### src/rtl/mpu_ctx_ctrl_if.sv
// ---------------------------------------------------------------------------
// mpu_ctx_ctrl_if
// Bundles the context-sequencer signals shared between the core side and the
// sequencer.
//   master : core/handler side. Drives priority, task id, stack pointer, the
//            MPU fault strobe with its access info, and the fault ack.
//            Receives the ep/id context, stack status and the fault record.
//   slave  : the sequencer (mpu_ctx_ctrl).
// Parameters: Depth (frame-stack entries), SpWidth (sp/address width),
//             IdWidth (task id width).
// ---------------------------------------------------------------------------
interface mpu_ctx_ctrl_if #(
  parameter int Depth   = 8,
  parameter int SpWidth = 16,
  parameter int IdWidth = 3
) ();
  localparam int DepthW = $clog2(Depth) + 1;

  logic [7:0]         interrupt_prio;
  logic [IdWidth-1:0] task_id;
  logic [SpWidth-1:0] sp;
  logic               mem_fault_in;
  logic [SpWidth-1:0] addr;
  logic [6:0]         op;
  logic               fault_ack;

  logic [SpWidth-1:0] ep;
  logic [IdWidth-1:0] id;
  logic               busy;
  logic [DepthW-1:0]  depth;
  logic               overflow;
  logic               underflow;
  logic               fault_valid;
  logic [SpWidth-1:0] fault_addr;
  logic [IdWidth-1:0] fault_id;
  logic               fault_store;
  logic               fault_overrun;

  modport master (
    output interrupt_prio, task_id, sp, mem_fault_in, addr, op, fault_ack,
    input  ep, id, busy, depth, overflow, underflow,
           fault_valid, fault_addr, fault_id, fault_store, fault_overrun
  );

  modport slave (
    input  interrupt_prio, task_id, sp, mem_fault_in, addr, op, fault_ack,
    output ep, id, busy, depth, overflow, underflow,
           fault_valid, fault_addr, fault_id, fault_store, fault_overrun
  );
endinterface

### src/rtl/mpu_ctx_ctrl.sv
// ---------------------------------------------------------------------------
// mpu_ctx_ctrl
// Context sequencer for the MPU. Follows nested interrupt preemption by
// comparing the incoming running priority against the tracked one and keeps
// a frame stack of {entry sp, task id, prio}. The active frame drives the
// MPU's ep/id. MPU faults on loads/stores are captured into a held record
// until the handler acknowledges.
// Ports:
//   clk    : clock
//   reset  : synchronous, active-high
//   bus    : mpu_ctx_ctrl_if.slave
//            in : interrupt_prio, task_id, sp, mem_fault_in, addr, op,
//                 fault_ack
//            out: ep, id, busy (pop pending), depth, overflow, underflow
//                 (both sticky), fault_valid, fault_addr, fault_id,
//                 fault_store, fault_overrun (sticky)
// ---------------------------------------------------------------------------
module mpu_ctx_ctrl #(
  parameter int Depth   = 8,
  parameter int SpWidth = 16,
  parameter int IdWidth = 3
) (
  input  logic          clk,
  input  logic          reset,
  mpu_ctx_ctrl_if.slave bus
);

  localparam int AW = $clog2(Depth);
  localparam int DW = AW + 1;
  localparam logic [DW-1:0] DEPTH_FULL = DW'(Depth);
  localparam logic [6:0]    OP_LOAD    = 7'b0000011;
  localparam logic [6:0]    OP_STORE   = 7'b0100011;

  // Saturating depth arithmetic: the counter never wraps past 0 or Depth.
  function automatic logic [DW-1:0] depth_inc(input logic [DW-1:0] d);
    return (d == DEPTH_FULL) ? d : d + 1'b1;
  endfunction

  function automatic logic [DW-1:0] depth_dec(input logic [DW-1:0] d);
    return (d == '0) ? d : d - 1'b1;
  endfunction

  // ------------------------------------------------------------------------
  // Context tracking
  // ------------------------------------------------------------------------
  logic [7:0]         cur_prio_q, cur_prio_d;
  logic [SpWidth-1:0] ep_q, ep_d;
  logic [IdWidth-1:0] id_q, id_d;
  logic [DW-1:0]      depth_q, depth_d;
  logic               overflow_q, overflow_d;
  logic               underflow_q, underflow_d;

  // Frame storage is pure data: no reset, only depth tells what is valid.
  logic [SpWidth-1:0] stack_ep_q   [Depth];
  logic [IdWidth-1:0] stack_id_q   [Depth];
  logic [7:0]         stack_prio_q [Depth];

  logic          push, pop, stack_wr;
  logic [AW-1:0] wr_idx, rd_idx;

  always_comb begin
    push        = bus.interrupt_prio > cur_prio_q;
    pop         = bus.interrupt_prio < cur_prio_q;
    wr_idx      = depth_q[AW-1:0];
    rd_idx      = AW'(depth_q - 1'b1);
    stack_wr    = 1'b0;
    cur_prio_d  = cur_prio_q;
    ep_d        = ep_q;
    id_d        = id_q;
    depth_d     = depth_q;
    overflow_d  = overflow_q;
    underflow_d = underflow_q;

    if (push) begin
      // A full stack drops the outgoing frame, but the new level still
      // becomes active so the MPU tracks the running context.
      if (depth_q != DEPTH_FULL) begin
        stack_wr = 1'b1;
        depth_d  = depth_inc(depth_q);
      end else begin
        overflow_d = 1'b1;
      end
      ep_d       = bus.sp;
      id_d       = bus.task_id;
      cur_prio_d = bus.interrupt_prio;
    end else if (pop) begin
      // One frame per cycle; a deeper return keeps pop asserted and a
      // restored prio below the incoming one turns into a push next cycle.
      if (depth_q != '0) begin
        ep_d       = stack_ep_q[rd_idx];
        id_d       = stack_id_q[rd_idx];
        cur_prio_d = stack_prio_q[rd_idx];
        depth_d    = depth_dec(depth_q);
      end else begin
        underflow_d = 1'b1;
        ep_d        = '0;
        id_d        = bus.task_id;
        cur_prio_d  = bus.interrupt_prio;
      end
    end
  end

  always_ff @(posedge clk) begin
    if (reset) begin
      cur_prio_q  <= '0;
      ep_q        <= '0;
      id_q        <= '0;
      depth_q     <= '0;
      overflow_q  <= 1'b0;
      underflow_q <= 1'b0;
    end else begin
      cur_prio_q  <= cur_prio_d;
      ep_q        <= ep_d;
      id_q        <= id_d;
      depth_q     <= depth_d;
      overflow_q  <= overflow_d;
      underflow_q <= underflow_d;
    end
  end

  always_ff @(posedge clk) begin
    if (stack_wr) begin
      stack_ep_q[wr_idx]   <= ep_q;
      stack_id_q[wr_idx]   <= id_q;
      stack_prio_q[wr_idx] <= cur_prio_q;
    end
  end

  // ------------------------------------------------------------------------
  // Fault capture
  // ------------------------------------------------------------------------
  typedef enum logic {
    FLT_IDLE = 1'b0,
    FLT_HOLD = 1'b1
  } flt_state_e;

  flt_state_e         flt_state_q;
  logic               fault_valid_q;
  logic [SpWidth-1:0] fault_addr_q;
  logic [IdWidth-1:0] fault_id_q;
  logic               fault_store_q;
  logic               fault_overrun_q;
  logic               flt_hit;
  logic               flt_is_store;

  // Only loads and stores produce a record; other opcodes are ignored.
  assign flt_is_store = (bus.op == OP_STORE);
  assign flt_hit      = bus.mem_fault_in && ((bus.op == OP_LOAD) || flt_is_store);

  always_ff @(posedge clk) begin
    if (reset) begin
      flt_state_q     <= FLT_IDLE;
      fault_valid_q   <= 1'b0;
      fault_addr_q    <= '0;
      fault_id_q      <= '0;
      fault_store_q   <= 1'b0;
      fault_overrun_q <= 1'b0;
    end else begin
      case (flt_state_q)
        FLT_IDLE: begin
          if (flt_hit) begin
            flt_state_q   <= FLT_HOLD;
            fault_valid_q <= 1'b1;
            fault_addr_q  <= bus.addr;
            fault_id_q    <= id_q;
            fault_store_q <= flt_is_store;
          end
        end
        FLT_HOLD: begin
          if (bus.fault_ack) begin
            // The ack frees the slot in the same cycle, so a coincident
            // fault is captured rather than counted as an overrun.
            if (flt_hit) begin
              fault_addr_q  <= bus.addr;
              fault_id_q    <= id_q;
              fault_store_q <= flt_is_store;
            end else begin
              flt_state_q   <= FLT_IDLE;
              fault_valid_q <= 1'b0;
            end
          end else if (flt_hit) begin
            fault_overrun_q <= 1'b1;
          end
        end
        default: begin
          flt_state_q   <= FLT_IDLE;
          fault_valid_q <= 1'b0;
        end
      endcase
    end
  end

  assign bus.ep            = ep_q;
  assign bus.id            = id_q;
  assign bus.busy          = pop;
  assign bus.depth         = depth_q;
  assign bus.overflow      = overflow_q;
  assign bus.underflow     = underflow_q;
  assign bus.fault_valid   = fault_valid_q;
  assign bus.fault_addr    = fault_addr_q;
  assign bus.fault_id      = fault_id_q;
  assign bus.fault_store   = fault_store_q;
  assign bus.fault_overrun = fault_overrun_q;

endmodule

### src/flat_wrapper.sv
// flat-port wrapper written by rule: the top's interface ports become plain ports
module mpu_ctx_ctrl_flat 
#(
  parameter int Depth   = 8,
  parameter int SpWidth = 16,
  parameter int IdWidth = 3
)
  (clk, reset, bus_interrupt_prio, bus_task_id, bus_sp, bus_mem_fault_in, bus_addr, bus_op, bus_fault_ack, bus_ep, bus_id, bus_busy, bus_depth, bus_overflow, bus_underflow, bus_fault_valid, bus_fault_addr, bus_fault_id, bus_fault_store, bus_fault_overrun);
  mpu_ctx_ctrl_if #(.Depth(Depth), .SpWidth(SpWidth), .IdWidth(IdWidth)) bus_i ();
  input  logic clk;
  input  logic reset;
  input wire logic [$bits(bus_i.interrupt_prio)-1:0] bus_interrupt_prio;
  input wire logic [$bits(bus_i.task_id)-1:0] bus_task_id;
  input wire logic [$bits(bus_i.sp)-1:0] bus_sp;
  input wire logic [$bits(bus_i.mem_fault_in)-1:0] bus_mem_fault_in;
  input wire logic [$bits(bus_i.addr)-1:0] bus_addr;
  input wire logic [$bits(bus_i.op)-1:0] bus_op;
  input wire logic [$bits(bus_i.fault_ack)-1:0] bus_fault_ack;
  output wire logic [$bits(bus_i.ep)-1:0] bus_ep;
  output wire logic [$bits(bus_i.id)-1:0] bus_id;
  output wire logic [$bits(bus_i.busy)-1:0] bus_busy;
  output wire logic [$bits(bus_i.depth)-1:0] bus_depth;
  output wire logic [$bits(bus_i.overflow)-1:0] bus_overflow;
  output wire logic [$bits(bus_i.underflow)-1:0] bus_underflow;
  output wire logic [$bits(bus_i.fault_valid)-1:0] bus_fault_valid;
  output wire logic [$bits(bus_i.fault_addr)-1:0] bus_fault_addr;
  output wire logic [$bits(bus_i.fault_id)-1:0] bus_fault_id;
  output wire logic [$bits(bus_i.fault_store)-1:0] bus_fault_store;
  output wire logic [$bits(bus_i.fault_overrun)-1:0] bus_fault_overrun;
  assign bus_i.interrupt_prio = bus_interrupt_prio;
  assign bus_i.task_id = bus_task_id;
  assign bus_i.sp = bus_sp;
  assign bus_i.mem_fault_in = bus_mem_fault_in;
  assign bus_i.addr = bus_addr;
  assign bus_i.op = bus_op;
  assign bus_i.fault_ack = bus_fault_ack;
  assign bus_ep = bus_i.ep;
  assign bus_id = bus_i.id;
  assign bus_busy = bus_i.busy;
  assign bus_depth = bus_i.depth;
  assign bus_overflow = bus_i.overflow;
  assign bus_underflow = bus_i.underflow;
  assign bus_fault_valid = bus_i.fault_valid;
  assign bus_fault_addr = bus_i.fault_addr;
  assign bus_fault_id = bus_i.fault_id;
  assign bus_fault_store = bus_i.fault_store;
  assign bus_fault_overrun = bus_i.fault_overrun;
  mpu_ctx_ctrl #(.Depth(Depth), .SpWidth(SpWidth), .IdWidth(IdWidth)) u_core (.clk(clk), .reset(reset), .bus(bus_i));
endmodule
### config.mk
export PLATFORM = sky130hd
export DESIGN_NAME = mpu_ctx_ctrl_flat
export DESIGN_NICKNAME = d
export VERILOG_FILES = /design/src/rtl/mpu_ctx_ctrl_if.sv /design/src/rtl/mpu_ctx_ctrl.sv /design/src/flat_wrapper.sv
export SDC_FILE = /design/constraint.sdc
export NUM_CORES = 1
export LEC_CHECK = 0
export ABC_AREA = 1
export BUFFER_PORTS_ARGS = -buffer_cell sky130_fd_sc_hd__buf_4
export CORE_ASPECT_RATIO = 0.75
export CORE_MARGIN = 2
export CORE_UTILIZATION = 59
export CTS_CLUSTER_SIZE = 16
export DETAILED_ROUTE_END_ITERATION = 8
export PLACE_DENSITY = 0.84
export SLEW_MARGIN = 20
export SYNTH_ARGS = -nofsm -noshare
export SYNTH_HDL_FRONTEND = slang
export SYNTH_SLANG_ARGS = --single-unit
### constraint.sdc
create_clock -name clk -period 4.4 [get_ports clk]
set_clock_uncertainty 0.1 [all_clocks]
set_input_delay 0.22 -clock clk [delete_from_list [all_inputs] [get_ports clk]]
set_output_delay 0.22 -clock clk [all_outputs]
set_load 0.03 [all_outputs]
==> After elaboration in Yosys (flattened, before gate mapping) <==
Memories as Yosys holds them, arrays and structs flattened.
Index checks and enable logic that the tools add are counted.
{ "totals": {"regBits": 56, "mem_bits_rw": 216, "out_inout_bits": 48, "memories": 3} }
{ "memory_table": {"columns": ["name", "depth", "width", "read_ports", "rd_ports_with_merged_regs", "wr", "line_no", "source"], "rows": [
  ["u_core.stack_ep_q", 8, 16, 1, 0, 1, "mpu_ctx_ctrl.sv:54", "logic [SpWidth-1:0] stack_ep_q [Depth];"],
  ["u_core.stack_prio_q", 8, 8, 1, 0, 1, "mpu_ctx_ctrl.sv:56", "logic [7:0] stack_prio_q [Depth];"],
  ["u_core.stack_id_q", 8, 3, 1, 0, 1, "mpu_ctx_ctrl.sv:55", "logic [IdWidth-1:0] stack_id_q [Depth];"]
]} }
{ "classes": {"addsub": 2, "magnitude_cmp": 2, "eq_ne": 10, "mux": 35, "bitwise_logic": 5, "reduce_logical": 11} }
{ "op_table": {"columns": ["cell", "count"], "rows": [
  ["16-bit two-way mux", 5],
  ["16-bit case mux with 2 select lines", 1],
  ["4-bit two-way mux", 6],
  ["8-bit two-way mux", 3],
  ["3-bit two-way mux", 5],
  ["1-bit two-way mux", 11],
  ["3-bit AND reduction", 3],
  ["8-bit > comparator", 1],
  ["8-bit < comparator", 1],
  ["2-bit inequality test (second input constant)", 4],
  ["7-bit by 2-bit == test with 1-bit output (second input constant)", 1],
  ["7-bit by 6-bit == test with 1-bit output (second input constant)", 1],
  ["1-bit case mux with 2 select lines", 3],
  ["3-bit case mux with 2 select lines", 1],
  ["1-bit NOT", 5],
  ["5-bit AND reduction", 1],
  ["4-bit by 1-bit adder with 4-bit output (second input constant)", 1],
  ["4-bit == test (second input constant)", 1],
  ["4-bit zero test", 1],
  ["2-bit by 1-bit inequality test with 1-bit output (second input constant)", 2],
  ["4-bit inequality test (second input constant)", 1],
  ["2-bit nonzero test", 2],
  ["4-bit nonzero test", 1],
  ["4-bit by 1-bit subtractor with 4-bit output (second input constant)", 1],
  ["3 further kinds", 3]
]} }

==> Depth between registers and ports, before layout <==
Gate-level depths: netlist (run 1).
{ "logic_depth": {"depth_word": 6, "mapped_depth": 16, "mapped_depth_nobuf": 16} }

==> Worst setup path after synthesis (run 1) <==
OpenSTA, ideal clock, no wires.
{ "synth_timing": {"kind": "register -> register", "startpoint": "register u_core.depth_q[0] (netlist: u_core.bus.depth[0])", "endpoint": "memory u_core.stack_ep_q[1][0], enable pin", "arrival_time_ps": 3536, "required_ps": 3855, "path_slack_ps": 320, "path_stages_with_launch": 11, "n_path_buf": 2, "synth_period_minus_slack_ps": 4080, "path_cell_list": "dfxtp_1 > inv_2 > buf_2 > buf_2 > ha_1 > nand2_2 > nor2_1 > nand3b_1 > inv_1 > nand2_1 > nor3_1"} }
{ "synth_via": {"elab_chain_len": 5} }
{ "synth_rtl": {"columns": ["item", "line_no", "source"], "rows": [
  ["from (decl)", "mpu_ctx_ctrl.sv:49", "logic [DW-1:0] depth_q, depth_d;"],
  ["from (signal assigned)", "mpu_ctx_ctrl.sv:115", "depth_q <= depth_d;"],
  ["4-bit inequality test", "mpu_ctx_ctrl.sv:77", "if (depth_q != DEPTH_FULL) begin"],
  ["1-bit two-way mux", "mpu_ctx_ctrl.sv:77", null],
  ["1-bit two-way mux", "mpu_ctx_ctrl.sv:74", "if (push) begin"],
  ["1-bit two-way mux", "mpu_ctx_ctrl.sv:122", "if (stack_wr) begin"],
  ["1-bit two-way mux (implied by the code)", "mpu_ctx_ctrl.sv:123", "stack_ep_q[wr_idx] <= ep_q;"],
  ["to (decl)", "mpu_ctx_ctrl.sv:54", null]
]} }
Parallel ways exist; a longest one is shown, timed or not.

==> Worst setup path after layout (run 1) <==
{ "layout_timing": {"startpoint": "register u_core.cur_prio_q[7]", "endpoint": "memory u_core.stack_ep_q[2][11], enable pin"} }
{ "layout_via": {"elab_chain_len": 4} }
{ "layout_rtl": {"columns": ["item", "line_no", "source"], "rows": [
  ["from (decl)", "mpu_ctx_ctrl.sv:46", "logic [7:0] cur_prio_q, cur_prio_d;"],
  ["from (signal assigned)", "mpu_ctx_ctrl.sv:112", "cur_prio_q <= cur_prio_d;"],
  ["8-bit > comparator", "mpu_ctx_ctrl.sv:62", "push = bus.interrupt_prio > cur_prio_q;"],
  ["1-bit two-way mux", "mpu_ctx_ctrl.sv:74", null],
  ["1-bit two-way mux", "mpu_ctx_ctrl.sv:122", null],
  ["1-bit two-way mux (implied by the code)", "mpu_ctx_ctrl.sv:123", null]
]} }
Every way passes these cells.

==> results.sh, run 1 <==
export IMPL_ys_types=33
export IMPL_finalMaxSlewViolations=0
export IMPL_die_w_um=162.0
export IMPL_final_setup_worst_slack_ns=0.9508
export IMPL_start_kind="flop"
export IMPL_fmax_mhz=289.9
export IMPL_hold_viol_final=0
export IMPL_start_util_pct=60.00
export IMPL_final_common_cell="edfxtp_1"
export IMPL_syn_num_nets=1061
export IMPL_synthAdderAreaFrac_pct=1.133
export IMPL_p_seq_share_pct=42.4
export IMPL_rsz0062_at_grt="no"
export IMPL_worstPathMaxFanout=24
export IMPL_syn_avg_cell_area_um2=11.07
export IMPL_synthMuxAreaShare_pct=0
export IMPL_synth_xor_area_share_pct=0.2380
export IMPL_clock_latency_ns=0.52
export IMPL_clk_transition_reported_paths_ns=0.06
export IMPL_ff2ff_path_depth=11
export IMPL_synth_simple_area_share_pct=12.87
export IMPL_wl_met3_um=2857
export IMPL_htree_levels=1
export IMPL_overflow=0
export IMPL_cts_setup_buffers=0
export IMPL_crit_arrival_ns=3.56
export IMPL_synth_warnings=0
export IMPL_regToRegSetupSlack_ns=0.95
export IMPL_crit_required_ns=4.52
export IMPL_grt_first_pass_wirelength_um=42030
export IMPL_ys_seq_area_share_pct=68.90
export IMPL_crit_path_start="u_core.cur_prio_q[7]"
export IMPL_synth_area_um2=11040
export IMPL_worst_setup_path_type="reg2reg"
export IMPL_drc=0
export IMPL_clockBufferDepth=3
export IMPL_ys_ff_latch=272
export IMPL_post_route_period_util_pct=78.39
export IMPL_vias=8217
export IMPL_combPwrFrac_pct=36.3
export IMPL_finalNonFillerCells=1397
export IMPL_vias_per_cell=5.882
export IMPL_finalSetupViolations=0
export IMPL_internal_power_mw=5.778
export IMPL_drive_above_1_share_pct=15.65
export IMPL_grt_total_usage_pct=27.37
export IMPL_nets=1196
export IMPL_power_density_nw_per_um2=715.8
export IMPL_rows=43
export IMPL_met2_length_um=12830
export IMPL_grt_max_degree=113
export IMPL_area_delta_synth_final_pct=20.13
export IMPL_synth_compound_area_share_pct=12.55
export IMPL_die_height_um=122.5
export IMPL_cts_sinks=272
export IMPL_cts_root_buf="clkbuf_16"
export IMPL_fp_coreArea_um2=18400
export IMPL_status="complete, no violations"
export IMPL_drt_iter0_drc=1015
export IMPL_switching_power_mw=3.715
export IMPL_crit_end="u_core.stack_ep_q[2][11]"
export IMPL_period_needed_ns=3.449
export IMPL_synth_top_family_by_area="simple AND/OR/NAND/NOR gates"
export IMPL_hp_class="in2reg"
export IMPL_swShare_pct=39.13
export IMPL_dp_hpwl_um=15150
export IMPL_synthArstFlopShare_pct=0
export IMPL_drt_first_pass_iters=7
export IMPL_netlist_instances=997
export IMPL_synth_edf_count=216
export IMPL_vdd_ir_drop_max_uv=401.7
export IMPL_p_leak_nw=5.109
export IMPL_setup_tns_ns=0
export IMPL_r2r_end="u_core.stack_ep_q[2][11]"
export IMPL_worst_pin_slew_ns=1.084
export IMPL_ios=102
export IMPL_antenna_cells=0
export IMPL_post_place_ws_ns=0.9787
export IMPL_port_buffers=101
export IMPL_ant_nets=0
export IMPL_final_cell_mix="edfxtp_1 (216), nor2_1 (184), o21ai_0 (160), buf_4 (121), nand2_1 (99)"
export IMPL_highest_layer="met4"
export IMPL_fillers=1231
export IMPL_wl_per_cell_um=19.37
export IMPL_die_area_um2=19830
export IMPL_max_cap_violations=0
export IMPL_placed_cells_incl_taps=1304
export IMPL_timing_rr_start="u_core.cur_prio_q[7]"
export IMPL_end_kind="flop"
export IMPL_place_gp_congestion=0.7853
export IMPL_yosys_most_used_dff="edfxtp_1"
export IMPL_wl_um=27060
export IMPL_grt_pass1_vias=7859
export IMPL_maxSlewHeadroom_pct=27.74
export IMPL_power_clock_fraction_pct=21.3
export IMPL_cts_tree="yes"
export IMPL_antenna_found_initial=0
export IMPL_wl_met1_um=10790
export IMPL_cts_made_buffers=25
## layout make-up
type	count	area [µm²]	area share, %
Inverter	51	195.2	1.472
Clock inverter	10	67.56	0.5094
Multi-Input combinational cell	612	2988	22.53
Timing Repair Buffer	170	1409	10.62
Sequential cell	272	7611	57.39
Clock buffer	35	683.2	5.151
Tap cell	247	309.0	2.330
## cell families (layout without fill, tap and decap cells)
logic type	count (synthesis)	after routing
AOI/OAI and AO/OA	252	252
xor gates and xnor gates	3	3
adders and majority gates	10	10
buffers and inverters	113	266
DFF	272	272
and+or+nand+nor	347	347
## per-stage QoR
| stage | total power [mW] | cell area, µm² | utilization, % | hold WS (ns) |
|---|---|---|---|---|
| floorplan | 6.316 | 11040 | - | 0.1891 |
| global placement | 7.282 | 12030 | 65.39 | 0.3325 |
| detailed placement | 7.409 | 12030 | 65.39 | 0.3319 |
| CTS | 9.462 | 13260 | 72.08 | 0.08336 |
| global route | 10.03 | 13260 | 72.08 | 0.1704 |
| finish | 9.493 | 13260 | 72.08 | 0.1034 |
## synth_stat cells, types with 3 or more instances
cell type	count	area (µm²)
ha_1	10	125.1
edfxtp_1	216	6486
o211ai_2	3	37.54
nand2_2	3	18.77
o22ai_1	32	200.2
clkbuf_1	31	116.4
nor2_1	190	713.2
o21ai_0	160	800.8
nand3_1	33	165.2
o211ai_1	20	150.1
nor3_1	5	25.02
buf_2	26	130.1
inv_2	6	22.52
dfxtp_1	56	1121
a21oi_1	22	110.1
o21ai_1	11	55.05
inv_1	43	161.4
nand4_1	12	75.07
nand2_1	99	371.6
## worst min path at each step
stage	from	end	slack, ns	cells after the start
after global routing	bus_op[0]	u_core.flt_state_q	0.17	5
after CTS	bus_op[2]	u_core.flt_state_q	0.08	6
after global placement	bus_fault_ack	u_core.bus.fault_valid	0.33	2
final	bus_op[2]	u_core.flt_state_q	0.10	6
after floorplan	reset	u_core.bus.depth[3]	0.19	1
after detailed placement	bus_fault_ack	u_core.bus.fault_valid	0.33	2
## flip-flops by register name, summed over array words and instances (netlist names)
signal,flops
u_core.bus.depth,4
u_core.bus.ep,16
u_core.bus.fault_addr,16
u_core.bus.fault_id,3
u_core.bus.fault_overrun,1
u_core.bus.fault_store,1
u_core.bus.fault_valid,1
u_core.bus.id,3
u_core.bus.overflow,1
u_core.bus.underflow,1
u_core.cur_prio_q,8
u_core.flt_state_q,1
u_core.stack_ep_q,128
u_core.stack_id_q,24
u_core.stack_prio_q,64
## routing by layer
metal	vias up	GRT usage [%]
li1	3795	-
met1	3907	38.13
met2	467	44.79
met3	48	5.137
met4	0	7.965
met5	-	0
## critical path, cell delays in order (launching register included)
cell	delay, ns
dfxtp_1	0.51
inv_1	0.08
ha_1	0.30
nand2_1	0.09
nor2_2	0.15
nand2_1	0.09
nand2_2	0.41
nand3b_1	0.23
inv_1	0.12
nand2_1	0.14
nor2_2	0.63
buf_12	0.27
## power by group through the flow
| stage | sequential [mW] | clock, mW | combinational, mW |
|---|---|---|---|
| 3_3_place_gp | 4.03 | 0 | 3.25 |
| 2_1_floorplan | 4.08 | 0 | 2.23 |
| 6_report | 4.03 | 2.02 | 3.45 |
| 5_1_grt | 4.09 | 2.14 | 3.80 |
| 3_5_place_dp | 4.07 | 0 | 3.34 |
| 4_1_cts | 4.02 | 2.03 | 3.42 |
## what timing repair did
action                                 4_1_cts  5_1_grt
resized for setup                            0        0
hold buffers                                48        0
endpoints found under the hold margin       49        0
setup endpoints to repair                    0        0
Power figures use the tool's default switching activity.
==> run 2, diff against run 1 <==
--- a/config.mk
+++ b/config.mk
@@ -9,10 +9,10 @@
 export BUFFER_PORTS_ARGS = -buffer_cell sky130_fd_sc_hd__buf_4
 export CORE_ASPECT_RATIO = 0.75
 export CORE_MARGIN = 2
-export CORE_UTILIZATION = 59
+export CORE_UTILIZATION = 53
 export CTS_CLUSTER_SIZE = 16
 export DETAILED_ROUTE_END_ITERATION = 8
-export PLACE_DENSITY = 0.84
+export PLACE_DENSITY = 0.8
 export SLEW_MARGIN = 20
 export SYNTH_ARGS = -nofsm -noshare
 export SYNTH_HDL_FRONTEND = slang
==> constraint.sdc (replaced) <==
create_clock -name clk -period 2.9 [get_ports clk]
set_clock_uncertainty 0.1 [all_clocks]
set_input_delay 0.145 -clock clk [delete_from_list [all_inputs] [get_ports clk]]
set_output_delay 0.145 -clock clk [all_outputs]
set_load 0.03 [all_outputs]
==> run 2 against run 1 <==
  * Via count grew 0.63%
  * Sequential cell count unchanged
  * Count of clock-buffer cells in the layout up 1
  * Hold slack worse by 0.075 ns
  * Sequential share of layout area decreased by 0.81 points
  * Register-to-register slack worse by 0.83 ns
  * Setup slack got worse by 0.83 ns
  * Design area up 1.4%
  * First-iteration DRC count is 9.0% higher
  * Critical path depth fell by 2
  * Critical path type unchanged
==> results.sh, run 2 (synthesis gave the netlist of run 1 again) <==
export IMPL_status="complete, no violations"
export IMPL_die_area_um2=22010
export IMPL_ff2ff_path_depth=9
export IMPL_place_gp_congestion=0.8645
export IMPL_htree_levels=1
export IMPL_place_area_um2=12220
export IMPL_worstPathMaxFanout=7
export IMPL_rows=45
export IMPL_drc=0
export IMPL_grt_first_pass_wirelength_um=43260
export IMPL_vias_per_cell=5.726
export IMPL_fp_coreArea_um2=20330
export IMPL_largest_reg_flops=128
export IMPL_start_util_pct=54.32
export IMPL_finalSetupViolations=0
export IMPL_vdd_ir_drop_max_uv=652.1
export IMPL_drt_first_pass_iters=7
export IMPL_hold_viol_final=0
export IMPL_cts_root_buf="clkbuf_16"
export IMPL_overflow=0
export IMPL_final_common_cell="edfxtp_1"
export IMPL_final_setup_worst_slack_ns=0.1194
export IMPL_port_buffers=101
export IMPL_biggestRegsByFlops="u_core.stack_ep_q: 128 flops, u_core.stack_prio_q: 64 flops, u_core.stack_id_q: 24 flops"
export IMPL_grt_pass1_vias=7899
export IMPL_ctsHoldBuffers=48
export IMPL_area_delta_synth_final_pct=21.84
export IMPL_die_height_um=129.0
export IMPL_cts_setup_buffers=0
export IMPL_worst_pin_slew_ns=0.8302
export IMPL_setup_tns_ns=0
export IMPL_worst_setup_path_type="reg2reg"
export IMPL_max_cap_violations=0
export IMPL_rsz0062_at_grt="no"
export IMPL_die_w_um=170.7
export IMPL_cts_made_buffers=25
export IMPL_end_kind="flop"
export IMPL_fmax_mhz=359.6
export IMPL_cts_sinks=272
export IMPL_whs_path_depth=6
export IMPL_crit_slowest_cell="dfxtp_1"
export IMPL_clk_transition_reported_paths_ns=0.06
export IMPL_post_route_period_util_pct=95.88
export IMPL_grt_max_degree=73
export IMPL_ios=102
export IMPL_period_needed_ns=2.781
export IMPL_antenna_cells=0
export IMPL_dp_hpwl_um=16500
export IMPL_max_stage_delay_ns=0.54
export IMPL_clockBufferDepth=3
export IMPL_cts_tree="yes"
export IMPL_post_place_ws_ns=0.2449
export IMPL_drive_above_1_share_pct=16.70
export IMPL_wl_per_cell_um=19.15
export IMPL_power_density_nw_per_um2=1087
export IMPL_p_leak_nw=5.179
export IMPL_crit_required_ns=3.02
export IMPL_crit_top_cell="inv_1"
export IMPL_regMostFlops="u_core.stack_ep_q"
export IMPL_design_area_um2=13450
export IMPL_cts_resized_gates=0
export IMPL_cp_cell_sequence="inv_1, ha_1, nand2_2, nor2_1, nand3b_1, inv_1, nand2_1, nor2_4, buf_4"
export IMPL_hp_class="in2reg"
export IMPL_grt_total_usage_pct=25.56
export IMPL_ant_nets=0
export IMPL_crit_arrival_ns=2.90
export IMPL_clock_latency_ns=0.51
export IMPL_wl_um=27660
export IMPL_maxSlewHeadroom_pct=44.59
export IMPL_vias=8269
export IMPL_start_kind="flop"
export IMPL_finalMaxSlewViolations=0
export IMPL_final_cell_mix="edfxtp_1 (216), nor2_1 (184), o21ai_0 (160), buf_4 (133), nand2_1 (99)"
export IMPL_nets=1210
export IMPL_drt_iter0_drc=1106
export IMPL_antenna_found_initial=0
run 2: cell types whose count changed in the layout (fill, tap and decap cells not counted), sizes merged:
cell,before,now
buf,122,136
clkbuf,35,36
clkinv,10,5
clkinvlp,0,2
run 2: final cells by class:
cell class / instances / area [µm²]
clock buffers: 36 / 686.9
clock inverters: 7 / 61.31
fillers: 1450 / 6874
inverters: 51 / 195.2
multi-input cells: 612 / 3005
flip-flops and latches: 272 / 7611
well taps: 282 / 352.8
repair buffers: 184 / 1539
run 2: worst paths after layout:
path	from	end	slack (ns)
setup / recovery	u_core.bus.depth[1]	u_core.stack_id_q[5][0]	0.12
setup reg to reg	u_core.bus.depth[1]	u_core.stack_id_q[5][0]	0.12
hold reg to reg	u_core.bus.overflow	u_core.bus.overflow	0.38
hold / removal	bus_op[2]	u_core.flt_state_q	0.03
run 2: worst max-delay path: cells and delay by family (launching register included):
kind | cells | cell delay [ns]
adder cells (fa/ha/maj) | 1 | 0.28
buffers and inverters | 3 | 0.59
flip-flops | 1 | 0.54
AND/OR/NAND/NOR | 5 | 0.98
run 2: power by group:
part           internal (mW)  switching, mW  leakage [nW]
clock network           1.73           1.35         0.356
registers               5.45          0.652          2.46
logic                   1.71           3.74          2.36
total                   8.88           5.74          5.18
run 2: per-layer routing:
layer	vias to the layer above	GRT usage, %	wire length (µm)
li1	3819	-	-
met1	3876	36.15	11610
met5	-	0	0
met3	59	5.414	2976
met4	0	5.882	543
met2	515	41.13	12530
run 2: per-stage QoR:
stage | power (mW) | hold slack, ns | util [%] | cells
4_1_cts | 14.57 | 0.009451 | 66.18 | 1444
5_1_grt | 15.40 | 0.08230 | 66.18 | 1444
6_report | 14.62 | 0.02877 | 66.18 | 1444
2_1_floorplan | 9.607 | 0.1141 | - | 997
3_3_place_gp | 11.29 | 0.2625 | 60.14 | 1353
3_5_place_dp | 11.46 | 0.2725 | 60.14 | 1353
==> run 3, diff against run 2 <==
--- a/config.mk
+++ b/config.mk
@@ -7,12 +7,14 @@
 export LEC_CHECK = 0
 export ABC_AREA = 1
 export BUFFER_PORTS_ARGS = -buffer_cell sky130_fd_sc_hd__buf_4
+export CELL_PAD_IN_SITES_DETAIL_PLACEMENT = 1
+export CELL_PAD_IN_SITES_GLOBAL_PLACEMENT = 1
 export CORE_ASPECT_RATIO = 0.75
 export CORE_MARGIN = 2
-export CORE_UTILIZATION = 53
+export CORE_UTILIZATION = 43
 export CTS_CLUSTER_SIZE = 16
 export DETAILED_ROUTE_END_ITERATION = 8
-export PLACE_DENSITY = 0.8
+export PLACE_DENSITY = 0.81
 export SLEW_MARGIN = 20
 export SYNTH_ARGS = -nofsm -noshare
 export SYNTH_HDL_FRONTEND = slang
==> run 3 against run 2 <==
  * Routed wire length up 21%
  * Die area is 23% higher
  * Fmax grew 2.9%
  * Combinational power grew 8.8%
  * Sequential cell count did not move
  * Register-to-register slack improved by 0.08 ns
  * Sequential power is essentially flat
  * Non-clock buffer count grew 6
  * Via count increased by 3.3%
  * Largest cell class unchanged
  * Largest power group unchanged
  * Utilization decreased by 11 points
  * Design area is 2.4% higher
==> results.sh, run 3 (synthesis gave the netlist of run 1 again) <==
export IMPL_r2r_end="u_core.stack_prio_q[1][3]"
export IMPL_final_cell_mix="edfxtp_1 (216), nor2_1 (184), o21ai_0 (160), buf_4 (136), nand2_1 (99)"
export IMPL_cts_setup_buffers=0
export IMPL_design_area_um2=13780
export IMPL_grt_total_usage_pct=24.99
export IMPL_clk_transition_reported_paths_ns=0.07
export IMPL_dp_hpwl_um=19920
export IMPL_power_density_nw_per_um2=1138
export IMPL_overflow=0
export IMPL_vdd_ir_drop_max_uv=606.8
export IMPL_crit_path_start="u_core.bus.depth[1]"
export IMPL_cts_tree="yes"
export IMPL_fmax_mhz=370.0
export IMPL_seq_area_um2=7611
export IMPL_clock_latency_ns=0.55
export IMPL_die_w_um=189.0
export IMPL_max_cap_violations=0
export IMPL_hp_class="in2reg"
export IMPL_ios=102
export IMPL_worstPathMaxFanout=27
export IMPL_crit_end="u_core.stack_prio_q[1][3]"
export IMPL_finalMaxSlewViolations=0
export IMPL_grt_pass1_vias=9176
export IMPL_cts_resized_gates=0
export IMPL_fillers=2618
export IMPL_ant_nets=0
export IMPL_crit_required_ns=3.03
export IMPL_finalNonFillerCells=1513
export IMPL_drc=0
export IMPL_end_kind="flop"
export IMPL_cts_root_buf="clkbuf_16"
export IMPL_fp_coreArea_um2=25090
export IMPL_setup_tns_ns=0
export IMPL_largest_reg_flops=128
export IMPL_timing_rr_start="u_core.bus.depth[1]"
export IMPL_worst_setup_path_type="reg2reg"
export IMPL_drt_iter0_drc=672
export IMPL_ctsHoldBuffers=49
export IMPL_crit_arrival_ns=2.83
export IMPL_grt_max_degree=76
export IMPL_start_util_pct=44.01
export IMPL_holdWs_ns=0.07600
export IMPL_biggestRegsByFlops="u_core.stack_ep_q: 128 flops, u_core.stack_prio_q: 64 flops, u_core.stack_id_q: 24 flops"
export IMPL_nets=1218
export IMPL_rows=50
export IMPL_hold_viol_final=0
export IMPL_vias_per_cell=5.647
export IMPL_regToRegSetupSlack_ns=0.20
export IMPL_cts_sinks=272
export IMPL_p_leak_nw=5.309
export IMPL_worst_pin_slew_ns=0.7703
export IMPL_place_area_um2=12360
export IMPL_die_height_um=142.8
export IMPL_post_route_period_util_pct=93.19
export IMPL_htree_levels=1
export IMPL_start_kind="flop"
export IMPL_finalSetupViolations=0
export IMPL_antenna_found_initial=0
export IMPL_drt_first_pass_iters=5
export IMPL_wl_per_cell_um=22.09
export IMPL_port_buffers=101
export IMPL_antenna_cells=0
export IMPL_regMostFlops="u_core.stack_ep_q"
export IMPL_multi_input_area_um2=3010
export IMPL_cts_made_buffers=27
export IMPL_period_needed_ns=2.703
export IMPL_die_area_um2=26990
export IMPL_ff2ff_path_depth=9
export IMPL_placed_cells_incl_taps=1414
export IMPL_place_gp_congestion=0.7926
export IMPL_final_common_cell="edfxtp_1"
export IMPL_drive_above_1_share_pct=18.04
export IMPL_area_delta_synth_final_pct=24.81
export IMPL_clockBufferDepth=3
export IMPL_wl_um=33430
export IMPL_grt_first_pass_wirelength_um=51960
export IMPL_utilization_pct=54.93
export IMPL_vias=8544
export IMPL_maxSlewHeadroom_pct=48.64
export IMPL_status="complete, no violations"
export IMPL_rsz0062_at_grt="no"
==> run 3: changes by cell type in the layout (fill, tap and decap cells not counted), moves of 2 or more <==
cell | before | now
clkinv_4 | 0 | 2
bufinv_16 | 1 | 4
clkbuf_16 | 25 | 27
buf_12 | 3 | 5
clkbuf_1 | 9 | 3
clkinv_2 | 2 | 5
buf_4 | 133 | 136
==> run 3: routing by layer <==
layer  part of all wire, %  GRT usage [%]
met5                     0              0
met4                   3.1          9.457
met3                   6.4          4.350
met2                    47          41.74
met1                    43          32.85
==> run 3: where the power goes <==
part / switching, mW / internal, mW / total [mW]
Sequential: 0.639 / 5.45 / 6.09
Clock: 1.53 / 2.13 / 3.66
Combinational: 4.11 / 1.82 / 5.93
Total: 6.28 / 9.40 / 15.7
==> run 3: worst min-delay path by stage <==
| stage | startpoint | endpoint | depth (start not counted) |
|---|---|---|---|
| 6_report | bus_op[0] | u_core.bus.fault_overrun | 5 |
| 5_1_grt | bus_op[0] | u_core.bus.fault_overrun | 5 |
| 4_1_cts | bus_op[2] | u_core.bus.fault_overrun | 6 |
| 3_5_place_dp | bus_fault_ack | u_core.bus.fault_valid | 2 |
| 3_3_place_gp | bus_fault_ack | u_core.bus.fault_valid | 2 |
| 2_1_floorplan | reset | u_core.bus.depth[3] | 1 |
==> run 3: critical path, stage by stage (launching register included) <==
cell	delay [ns]
dfxtp_1	0.54
inv_1	0.23
ha_1	0.27
nand2_2	0.12
nor2_1	0.07
nand3b_1	0.25
inv_1	0.12
nand2_1	0.18
nor3_4	0.25
buf_12	0.25
==> run 3: final cells by class <==
type                            count  area share, %
Multi-Input combinational cell    612          21.85
Tap cell                          338          3.069
Inverter                           51          1.417
Timing Repair Buffer              190          11.70
Sequential cell                   272          55.23
Clock inverter                     18          1.553
Clock buffer                       32          5.185
==> run 3: stage by stage <==
stage | total power [mW] | setup slack (ns)
4_1_cts | 15.72 | 0.2089
3_3_place_gp | 11.63 | 0.3501
6_report | 15.68 | 0.1974
2_1_floorplan | 9.607 | -0.4338
5_1_grt | 16.51 | 0.02485
3_5_place_dp | 11.98 | 0.2580
